### src/rtl/key_step_ctrl.sv
`default_nettype none
// ============================================================================
// key_step_ctrl : debounced Left/Right keys -> direction, rate-divided step
//                 strobe and wrapping LED position index.
// Revision      : 1.0
// ============================================================================
module key_step_ctrl #(
  parameter int DEBOUNCE_CYCLES = 1000000,
  parameter int SLOW_DIV        = 6250000,
  parameter int FAST_DIV        = 3125000,
  parameter int NUM_POS         = 10
) (
  input  logic                       Clk,
  input  logic                       Rst_n,
  input  logic                       Left,
  input  logic                       Right,
  input  logic                       Sw,
  output logic [1:0]                 Dir,
  output logic                       Step,
  output logic [$clog2(NUM_POS)-1:0] Pos
);

  localparam int POS_W   = $clog2(NUM_POS);
  localparam int DB_W    = $clog2(DEBOUNCE_CYCLES + 1);
  localparam int DIV_MAX = (SLOW_DIV > FAST_DIV) ? SLOW_DIV : FAST_DIV;
  localparam int DIV_W   = $clog2(DIV_MAX + 1);

  localparam logic [DB_W-1:0]  DB_LAST   = DB_W'(DEBOUNCE_CYCLES - 1);
  localparam logic [DIV_W-1:0] SLOW_LAST = DIV_W'(SLOW_DIV - 1);
  localparam logic [DIV_W-1:0] FAST_LAST = DIV_W'(FAST_DIV - 1);
  localparam logic [POS_W-1:0] POS_LAST  = POS_W'(NUM_POS - 1);

  typedef enum logic [1:0] {
    ST_IDLE  = 2'b00,
    ST_RIGHT = 2'b01,
    ST_LEFT  = 2'b10
  } dir_e;

  logic [1:0] key_raw;   // [1] = Left, [0] = Right
  logic [1:0] press;
  assign key_raw = {Left, Right};

  for (genvar k = 0; k < 2; k++) begin : g_key
    logic [1:0]      sync_q;
    logic            stable_q;
    logic [DB_W-1:0] cnt_q;
    logic            press_q;

    // The press pulse is registered alongside the stable flip, so the FSM
    // reacts one cycle after the debounced level changes.
    always_ff @(posedge Clk or negedge Rst_n) begin
      if (!Rst_n) begin
        sync_q   <= 2'b11;
        stable_q <= 1'b1;
        cnt_q    <= '0;
        press_q  <= 1'b0;
      end else begin
        sync_q  <= {sync_q[0], key_raw[k]};
        press_q <= 1'b0;
        if (sync_q[1] == stable_q) begin
          cnt_q <= '0;
        end else if (cnt_q == DB_LAST) begin
          stable_q <= sync_q[1];
          cnt_q    <= '0;
          press_q  <= stable_q;
        end else begin
          cnt_q <= cnt_q + 1'b1;
        end
      end
    end

    assign press[k] = press_q;
  end

  logic [1:0] sw_sync_q;

  always_ff @(posedge Clk or negedge Rst_n) begin
    if (!Rst_n) begin
      sw_sync_q <= 2'b11;
    end else begin
      sw_sync_q <= {sw_sync_q[0], Sw};
    end
  end

  logic lpress;
  logic rpress;
  dir_e dir_q;
  dir_e dir_d;

  assign lpress = press[1];
  assign rpress = press[0];

  always_comb begin
    dir_d = dir_q;
    if (lpress ^ rpress) begin
      unique case (dir_q)
        ST_IDLE:  dir_d = lpress ? ST_LEFT : ST_RIGHT;
        ST_LEFT:  dir_d = lpress ? ST_IDLE : ST_RIGHT;
        ST_RIGHT: dir_d = rpress ? ST_IDLE : ST_LEFT;
        default:  dir_d = ST_IDLE;
      endcase
    end
  end

  logic [DIV_W-1:0] div_q;
  logic [DIV_W-1:0] div_last;
  logic             tick;
  logic             step_q;
  logic [POS_W-1:0] pos_q;

  assign div_last = sw_sync_q[1] ? FAST_LAST : SLOW_LAST;
  // >= lets a slow-to-fast switch mid-count fire immediately instead of overrunning
  assign tick     = (div_q >= div_last);

  always_ff @(posedge Clk or negedge Rst_n) begin
    if (!Rst_n) begin
      dir_q  <= ST_IDLE;
      div_q  <= '0;
      step_q <= 1'b0;
      pos_q  <= '0;
    end else begin
      dir_q  <= dir_d;
      step_q <= 1'b0;
      if (dir_q == ST_IDLE || dir_d != dir_q) begin
        div_q <= '0;
      end else if (tick) begin
        div_q  <= '0;
        step_q <= 1'b1;
        if (dir_q == ST_LEFT) begin
          pos_q <= (pos_q == POS_LAST) ? '0 : pos_q + 1'b1;
        end else begin
          pos_q <= (pos_q == '0) ? POS_LAST : pos_q - 1'b1;
        end
      end else begin
        div_q <= div_q + 1'b1;
      end
    end
  end

  assign Dir  = dir_q;
  assign Step = step_q;
  assign Pos  = pos_q;

endmodule
`default_nettype wire

### config.mk
export PLATFORM = sky130hd
export DESIGN_NAME = key_step_ctrl
export DESIGN_NICKNAME = d
export VERILOG_FILES = /design/src/rtl/key_step_ctrl.sv
export SDC_FILE = /design/constraint.sdc
export NUM_CORES = 1
export LEC_CHECK = 0
export CAP_MARGIN = 40
export CORE_MARGIN = 8
export CORE_UTILIZATION = 50
export CTS_BUF_LIST = sky130_fd_sc_hd__clkbuf_2
export CTS_CLUSTER_SIZE = 20
export DETAILED_ROUTE_END_ITERATION = 8
export PLACE_DENSITY = 0.7
export SLEW_MARGIN = 20
export SYNTH_ARGS = -nofsm -noshare
export SYNTH_HDL_FRONTEND = slang
export SYNTH_SLANG_ARGS = --single-unit
### constraint.sdc
create_clock -name Clk -period 3.6 [get_ports Clk]
set_input_delay 0.9 -clock Clk [delete_from_list [all_inputs] [get_ports Clk]]
set_output_delay 0.9 -clock Clk [all_outputs]
set_load 0.1 [all_outputs]
==> metrics.csv <==
metric,value,unit
Final Max Tran Viols,0,
Tightest Pin Transition,0.527,ns
Final Setup Violations,0,
Die H,106,um
Clk pwr share,36.0,%
final core occ,56.0,%
"Seq/Total Area, Yosys",50.2,%
DP Area,4210,um2
largest net degree at the start of global routing,55,
fillcell total,698,
H-tree levels,3,
Max-slew headroom,64.6,%
fin nets,431,
core area,7770,um2
clk sinks,80,
antenna violations before repair,0,
net switching power,0.000358,W
# resized after CTS,0,
leakage power,1.81,nW
Initial Util,51.6,%
post-route minimum period,2.50,ns
mapped cell area,4010,um2
Ports,12,
status,"complete, no violations",
routed via count,2737,
drt wl/cell,12.5,um
full die area,11100,um2
antenna cells,0,
adder-cell area share of the yosys netlist,3.75,%
fmax,400,MHz
drt pass-1 iters,4,
syn avg cell area,10.1,um2
RSZ-0062 raised after global routing,false,
peak supply drop,0.202,mV
Final TNS setup,0,ns
# DRC,0,
number of library cell types mapped by synthesis,45,
largest family of logic cells by synthesized area,simple AND/OR/NAND/NOR gates,
sw frac,23.6,%
Worst Hold Class,in -> async,
"worst slack, placed",1.24,ns
TritonCTS buffer count,9,
Post-DRT Antenna Nets,0,
placer's final routability congestion estimate,0.799,
Post-Synth XOR/XNOR Area,13.1,%
initial drt markers,96,
CTS tree,built,
Post-CTS Setup Bufs,0,
Die Wd,106,um
final hold violations,0,
Clock Skew,0.0164,ns
share of cells above drive strength 1,13.6,%
IO buf count,11,
Cell Pwr Density,348,nW/um2
internal power,0.00116,W
synthesized instance count,398,
Congestion Overflow GR,0,
worst skew pair latency,0.53,ns
combinational cell fraction of total power,3.2,%
worst hold slack,0.239,ns
vias per cell,5.25,
vias in the first global route,2768,
WS Path Type,reg -> out,
Synth-to-Final Area Change,8.52,%
CP max FO,1,
Critical Path AT,1.60,ns
max-cap viol count,0,
Critical Path RT,2.70,ns
Total GRT Usage,13.1,%
Worst Setup End Kind,primary output,
Placement Rows,32,
Tcrit/Tclk final,69.5,%
PnR worst setup slack,1.10,ns
dpl hpwl,4580,um
first-pass GRT wire length,12300,um
Post-CTS Hold Fix Bufs,0,
"Reg clk slew, reported paths",0.22,ns
Yosys Warn Count,0,
post-route cell area,4350,um2
syn_nets,415,
CTS max path bufs,2,
root buffer cell,clkbuf_2,
Sequential Power Share,60.7,%
simple-gate share of the synthesized area,25.2,%
synthesized flop and latch total,80,
WL final,6530,um
Synth Area in Compound Gates,4.06,%
critical path launch point type,flip-flop,
post-synthesis mux area share,1.06,%
[cells in the final DEF (no fill, tap or decap), types with 2 or more instances in the layout]
cell type	synthesis	routed
and4_1	8	8
nand2_1	33	33
nor3_1	4	4
xor2_1	39	39
clkbuf_2	0	9
bufinv_16	0	2
ha_1	12	12
dfstp_2	8	8
a21oi_1	5	5
nand2b_1	4	4
buf_4	0	8
nand4_1	15	15
and3_1	5	5
dfrtp_1	72	72
nand3_1	25	25
mux2_2	2	2
nor4_2	3	3
nor2_1	72	72
mux2i_1	2	2
clkinvlp_4	0	2
a21oi_2	2	2
clkinv_4	0	2
o21ai_0	9	9
nor2_2	10	10
nor4_1	6	6
and3b_1	2	2
inv_1	10	10
xnor2_1	21	21
clkdlybuf4s50_1	0	4
or2_2	3	3
[critical path, stage by stage, from the launching register on]
cell             delay, ns
dfrtp_1               0.37
clkdlybuf4s50_1       0.50
buf_8                 0.20
[cells in the mapped netlist (all sizes together)]
library cell / n / area (um2)
and3: 6 / 38.8
dfstp: 8 / 210
mux2: 2 / 22.5
a31oi: 1 / 6.26
ha: 12 / 150
and4: 8 / 70.1
nor3b: 1 / 7.51
a21oi: 7 / 42.5
xor2: 39 / 342
and3b: 2 / 17.5
nand3: 25 / 125
nor4: 9 / 75.1
or3: 1 / 11.3
o2bb2ai: 1 / 8.76
o211ai: 1 / 7.51
nand2: 33 / 124
nor4b: 1 / 8.76
a41oi: 1 / 8.76
nor2b: 1 / 6.26
nand4: 15 / 93.8
clkbuf: 2 / 7.51
dfrtp: 72 / 1800
a31o: 1 / 8.76
inv: 10 / 37.5
a211oi: 2 / 27.5
buf: 7 / 62.6
nand2b: 4 / 25.0
and2: 1 / 6.26
mux2i: 2 / 20.0
nor4bb: 1 / 10.0
nor3: 4 / 20.0
xnor2: 21 / 184
o21ai: 9 / 45.0
a22oi: 1 / 7.51
or2: 4 / 25.0
nor2: 83 / 344
[per-stage QoR]
step	power (W)	std cells
final	0.00152	521
after global placement	0.000982	503
after global routing	0.00158	521
after floorplan	0.000956	398
after detailed placement	0.000987	505
after CTS	0.00154	521
[layout make-up]
type / instances / area, um2 / area share (%)
tap: 102 / 128 / 2.93
multi-input combinational: 299 / 1890 / 43.4
inverter: 10 / 37.5 / 0.863
clock inverter: 7 / 96.3 / 2.21
sequential: 80 / 2010 / 46.2
clock buffer: 9 / 45.0 / 1.04
timing repair buffer: 14 / 143 / 3.28
[power by group through the flow]
stage / Clock, W / Sequential (W) / Combinational, W
3_5_place_dp: 0 / 0.000936 / 0.0000518
3_3_place_gp: 0 / 0.000935 / 0.0000469
5_1_grt: 0.000600 / 0.000922 / 0.0000595
2_1_floorplan: 0 / 0.000934 / 0.0000226
4_1_cts: 0.000572 / 0.000921 / 0.0000519
6_report: 0.000546 / 0.000920 / 0.0000492
[kinds of logic (layout without fill, tap and decap cells)]
logic type / count (synthesis) / in the layout
mux: 4 / 4
flops: 80 / 80
fa+ha+maj: 12 / 12
simple gates: 199 / 199
buf+inv: 19 / 40
xor+xnor: 60 / 60
compound gates: 24 / 24
[routing by layer]
metal	routed length [um]	part of all wire [%]	global-route usage [%]
met1	3160	48	16.1
met2	3070	47	21.4
met3	235	3.6	4.63
met4	61	0.93	3.52
met5	0	0	0
[sequential cells by signal (all words and copies together) (netlist names)]
register	cells
g_key.stable_q	2
g_key.press_q	2
Pos	4
g_key.cnt_q	40
Dir	2
div_q	23
Step	1
sw_sync_q	2
g_key.sync_q	4
[final timing paths]
path / startpoint / end / slack [ns] / cells past startpoint
setup / recovery: Step$_DFF_PN0_ / Step / 1.10 / 2
hold / removal: Rst_n / div_q[18]$_DFF_PN0_ / 0.24 / 1
setup reg to reg: sw_sync_q[1]$_DFF_PN1_ / div_q[9]$_DFF_PN0_ / 1.24 / 9
hold reg to reg: g_key[0].sync_q[0]$_DFF_PN1_ / g_key[0].sync_q[1]$_DFF_PN1_ / 0.37 / 0
max in group asynchronous: Rst_n / sw_sync_q[0]$_DFF_PN1_ / 2.71 / 2
min in group Clk: g_key[0].sync_q[0]$_DFF_PN1_ / g_key[0].sync_q[1]$_DFF_PN1_ / 0.37 / 0
(Power assumes the default switching activity.)
==> edit, RTL diff (same settings) <==
`SLOW_DIV`: 6250000 -> 1562500.
--- a/src/rtl/key_step_ctrl.sv
+++ b/src/rtl/key_step_ctrl.sv
@@ -7,5 +7,5 @@
 module key_step_ctrl #(
   parameter int DEBOUNCE_CYCLES = 1000000,
-  parameter int SLOW_DIV        = 6250000,
+  parameter int SLOW_DIV        = 1562500,
   parameter int FAST_DIV        = 3125000,
   parameter int NUM_POS         = 10
Function: same outputs for any inputs over 10 cycles, from zero or initial values and one cycle with Rst_n low; that may be too few to reach the edited logic, so the function may still have changed.
==> edit against the unedited design <==
  * Sequential cell count fell by 1
  * Clock skew grew 0.018 ns
  * Synthesized area decreased by 4.3%
  * Core utilization is 0.42 points lower
  * Worst setup slack got worse by 0.11 ns
  * Die area shrank 3.6%
  * Clock power decreased by 2%
  * Routed wire length decreased by 1.2%
  * Power is 1.5% lower
  * Sequential share of layout area rose by 0.99 points
  * Cell area decreased by 3.3%
  * Critical path type is now reg2reg
  * Critical endpoint is now Pos[2]
==> edit: results (changes against the unedited design) <==
[synthesis]
ys_seq_area_share_pct=51.78  ; +1.6 points
synth_common_cells=77 x nor2_1, 71 x dfrtp_1, 40 x xor2_1
ys.flop_type=dfrtp_1
synth.net_count=397  ; -4.3%
yosys.cell_types.count=39  ; -13%
ys_warn_count=0  ; unchanged
async_flop_share_pct=100.0  ; unchanged
synthTopCellsByArea=dfrtp_1 46%, xor2_1 9.1%, nor2_1 7.5%, dfstp_2 5.5%, xnor2_1 4.6%

[critical_path]
arrival_ns=3.06  ; +1.46 ns
reg2reg_from=sw_sync_q[1]
slowest_delay_ns=0.61  ; +0.11 ns
reg2regPathDepth=8  ; -1
path_max_fanout=8  ; +7
timing.rr.end=Pos[2]
worst-r2r-setup-slack_ns=0.99  ; -0.25 ns
cp_slowest_cell=dfstp_2

[place]
finalWeightedCongestion=0.8064  ; +0.95%
dp_slack_ns=0.9743  ; -0.2686 ns
dpl.hpwl_mm=4.455  ; -2.7%
io_buffers=11  ; unchanged
placed_area_sq_um=4073  ; -3.2%

[outcome]
status=finished clean

[clock_tree]
clk_pin_slew_ns=0.23
clockBufferDepth=2  ; unchanged
cts_resized=0  ; unchanged
cts-htree-levels=3  ; unchanged
clk_latency_ns=0.52
cts_made_buffers=9  ; unchanged
cts_root_buffer=clkbuf_2
postCtsSetupRepairBufs=0  ; unchanged

[cells_and_area]
largest_register_ffs=40  ; unchanged
drive_gt1_share_pct=9.701  ; -3.9 points
diodes=0  ; unchanged
fin_nets=414  ; -3.9%
top_regs=g_key.cnt_q x40, div_q x22
fillerInstances=676  ; -3.2%

[timing]
tightestPinTransition_ns=0.5892  ; +0.06201 ns
fin_worst_skew_ns=0.03426  ; +0.01782 ns
whs_ns=0.2893  ; +0.05034 ns

[global_routing]
grt_pass1_vias=2685  ; -3.0%
antenna_found_initial=0  ; unchanged
grt_start_max_net_pins=46  ; -16%
grt_pass1_wl_mm=11.76  ; -4.1%
grt_use_total_pct=13.04  ; -0.051 points

[routing]
drt_iter0_markers=92  ; -4.2%
wl_mm=6.452  ; -1.2%
drtPass1Iterations=4  ; unchanged
vias=2619  ; -4.3%

[power_and_ir_drop]
vdd_drop_max_mv=0.1895  ; -6.0%
p_leak_nw=1.827  ; +0.69%

[worst_hold_path]
holdCritPathClass=in2async

==> edit: cell count changes after synthesis, sizes merged, moves of 3 or more <==
| cell | before | now |
|---|---|---|
| a21oi | 7 | 3 |
| buf | 7 | 4 |
| nand2 | 33 | 27 |
| nand3 | 25 | 28 |
| nor2 | 83 | 77 |
| nor3 | 4 | 7 |
| nor4 | 9 | 6 |
| o21ai | 9 | 4 |
==> edit: final cells by class <==
type / count / area (sq um) / area share, %
Sequential cell: 79 / 1987 / 47.23
Multi-Input combinational cell: 284 / 1782 / 42.36
Timing Repair Buffer: 14 / 142.6 / 3.391
Tap cell: 102 / 127.6 / 3.034
Clock inverter: 6 / 83.83 / 1.993
Clock buffer: 10 / 50.05 / 1.190
Inverter: 9 / 33.78 / 0.8031
==> edit: critical path, delay by kind of cell, from the launching register on <==
family / cells / cell delay, ns
compound gates: 3 / 0.98
simple gates: 3 / 0.66
flops: 1 / 0.61
fa+ha+maj: 1 / 0.18
buf+inv: 1 / 0.11
==> edit: kinds of logic after synthesis <==
kind of cell | share of synthesized area [%]
AO/OA/AOI/OAI | 4.010
XOR/XNOR | 13.69
adder cells (fa/ha/maj) | 3.913
buffers and inverters | 1.793
flip-flops | 51.78
multiplexers | 0.5869
AND/OR/NAND/NOR | 24.23
==> edit: worst max-delay path by stage <==
| stage | startpoint | end | slack [ns] | depth (start not counted) |
|---|---|---|---|---|
| 6_report | sw_sync_q[1] | Pos[2] | 0.99 | 8 |
| 4_1_cts | sw_sync_q[1] | Pos[2] | 0.96 | 8 |
| 3_5_place_dp | sw_sync_q[1] | Pos[2] | 0.97 | 8 |
| 3_3_place_gp | sw_sync_q[1] | Pos[2] | 1.08 | 8 |
| 2_1_floorplan | sw_sync_q[1] | Pos[2] | 1.16 | 8 |
| 5_1_grt | sw_sync_q[1] | Pos[2] | 0.79 | 8 |
==> edit: report_power, final <==
group	switching (mW)	leakage [nW]	internal, mW
clock network	0.304	0.0776	0.231
logic	0.0328	0.678	0.0160
registers	0.00866	1.07	0.900
total	0.346	1.83	1.15
==> edit: metal layers <==
layer	global-route usage (%)	vias up	part of all wire, %
met5	0	-	0
met1	15.57	1255	48
li1	-	1328	-
met3	3.656	10	3.3
met2	21.13	26	47
met4	6.401	0	1.8
==> edit: stage by stage <==
step / power, mW / cells / utilization, %
6_report: 1.493 / 504 / 55.59
5_1_grt: 1.561 / 504 / 55.59
4_1_cts: 1.516 / 504 / 55.59
3_5_place_dp: 0.9751 / 488 / 53.82
3_3_place_gp: 0.9698 / 486 / 53.26
2_1_floorplan: 0.9440 / 380 / -
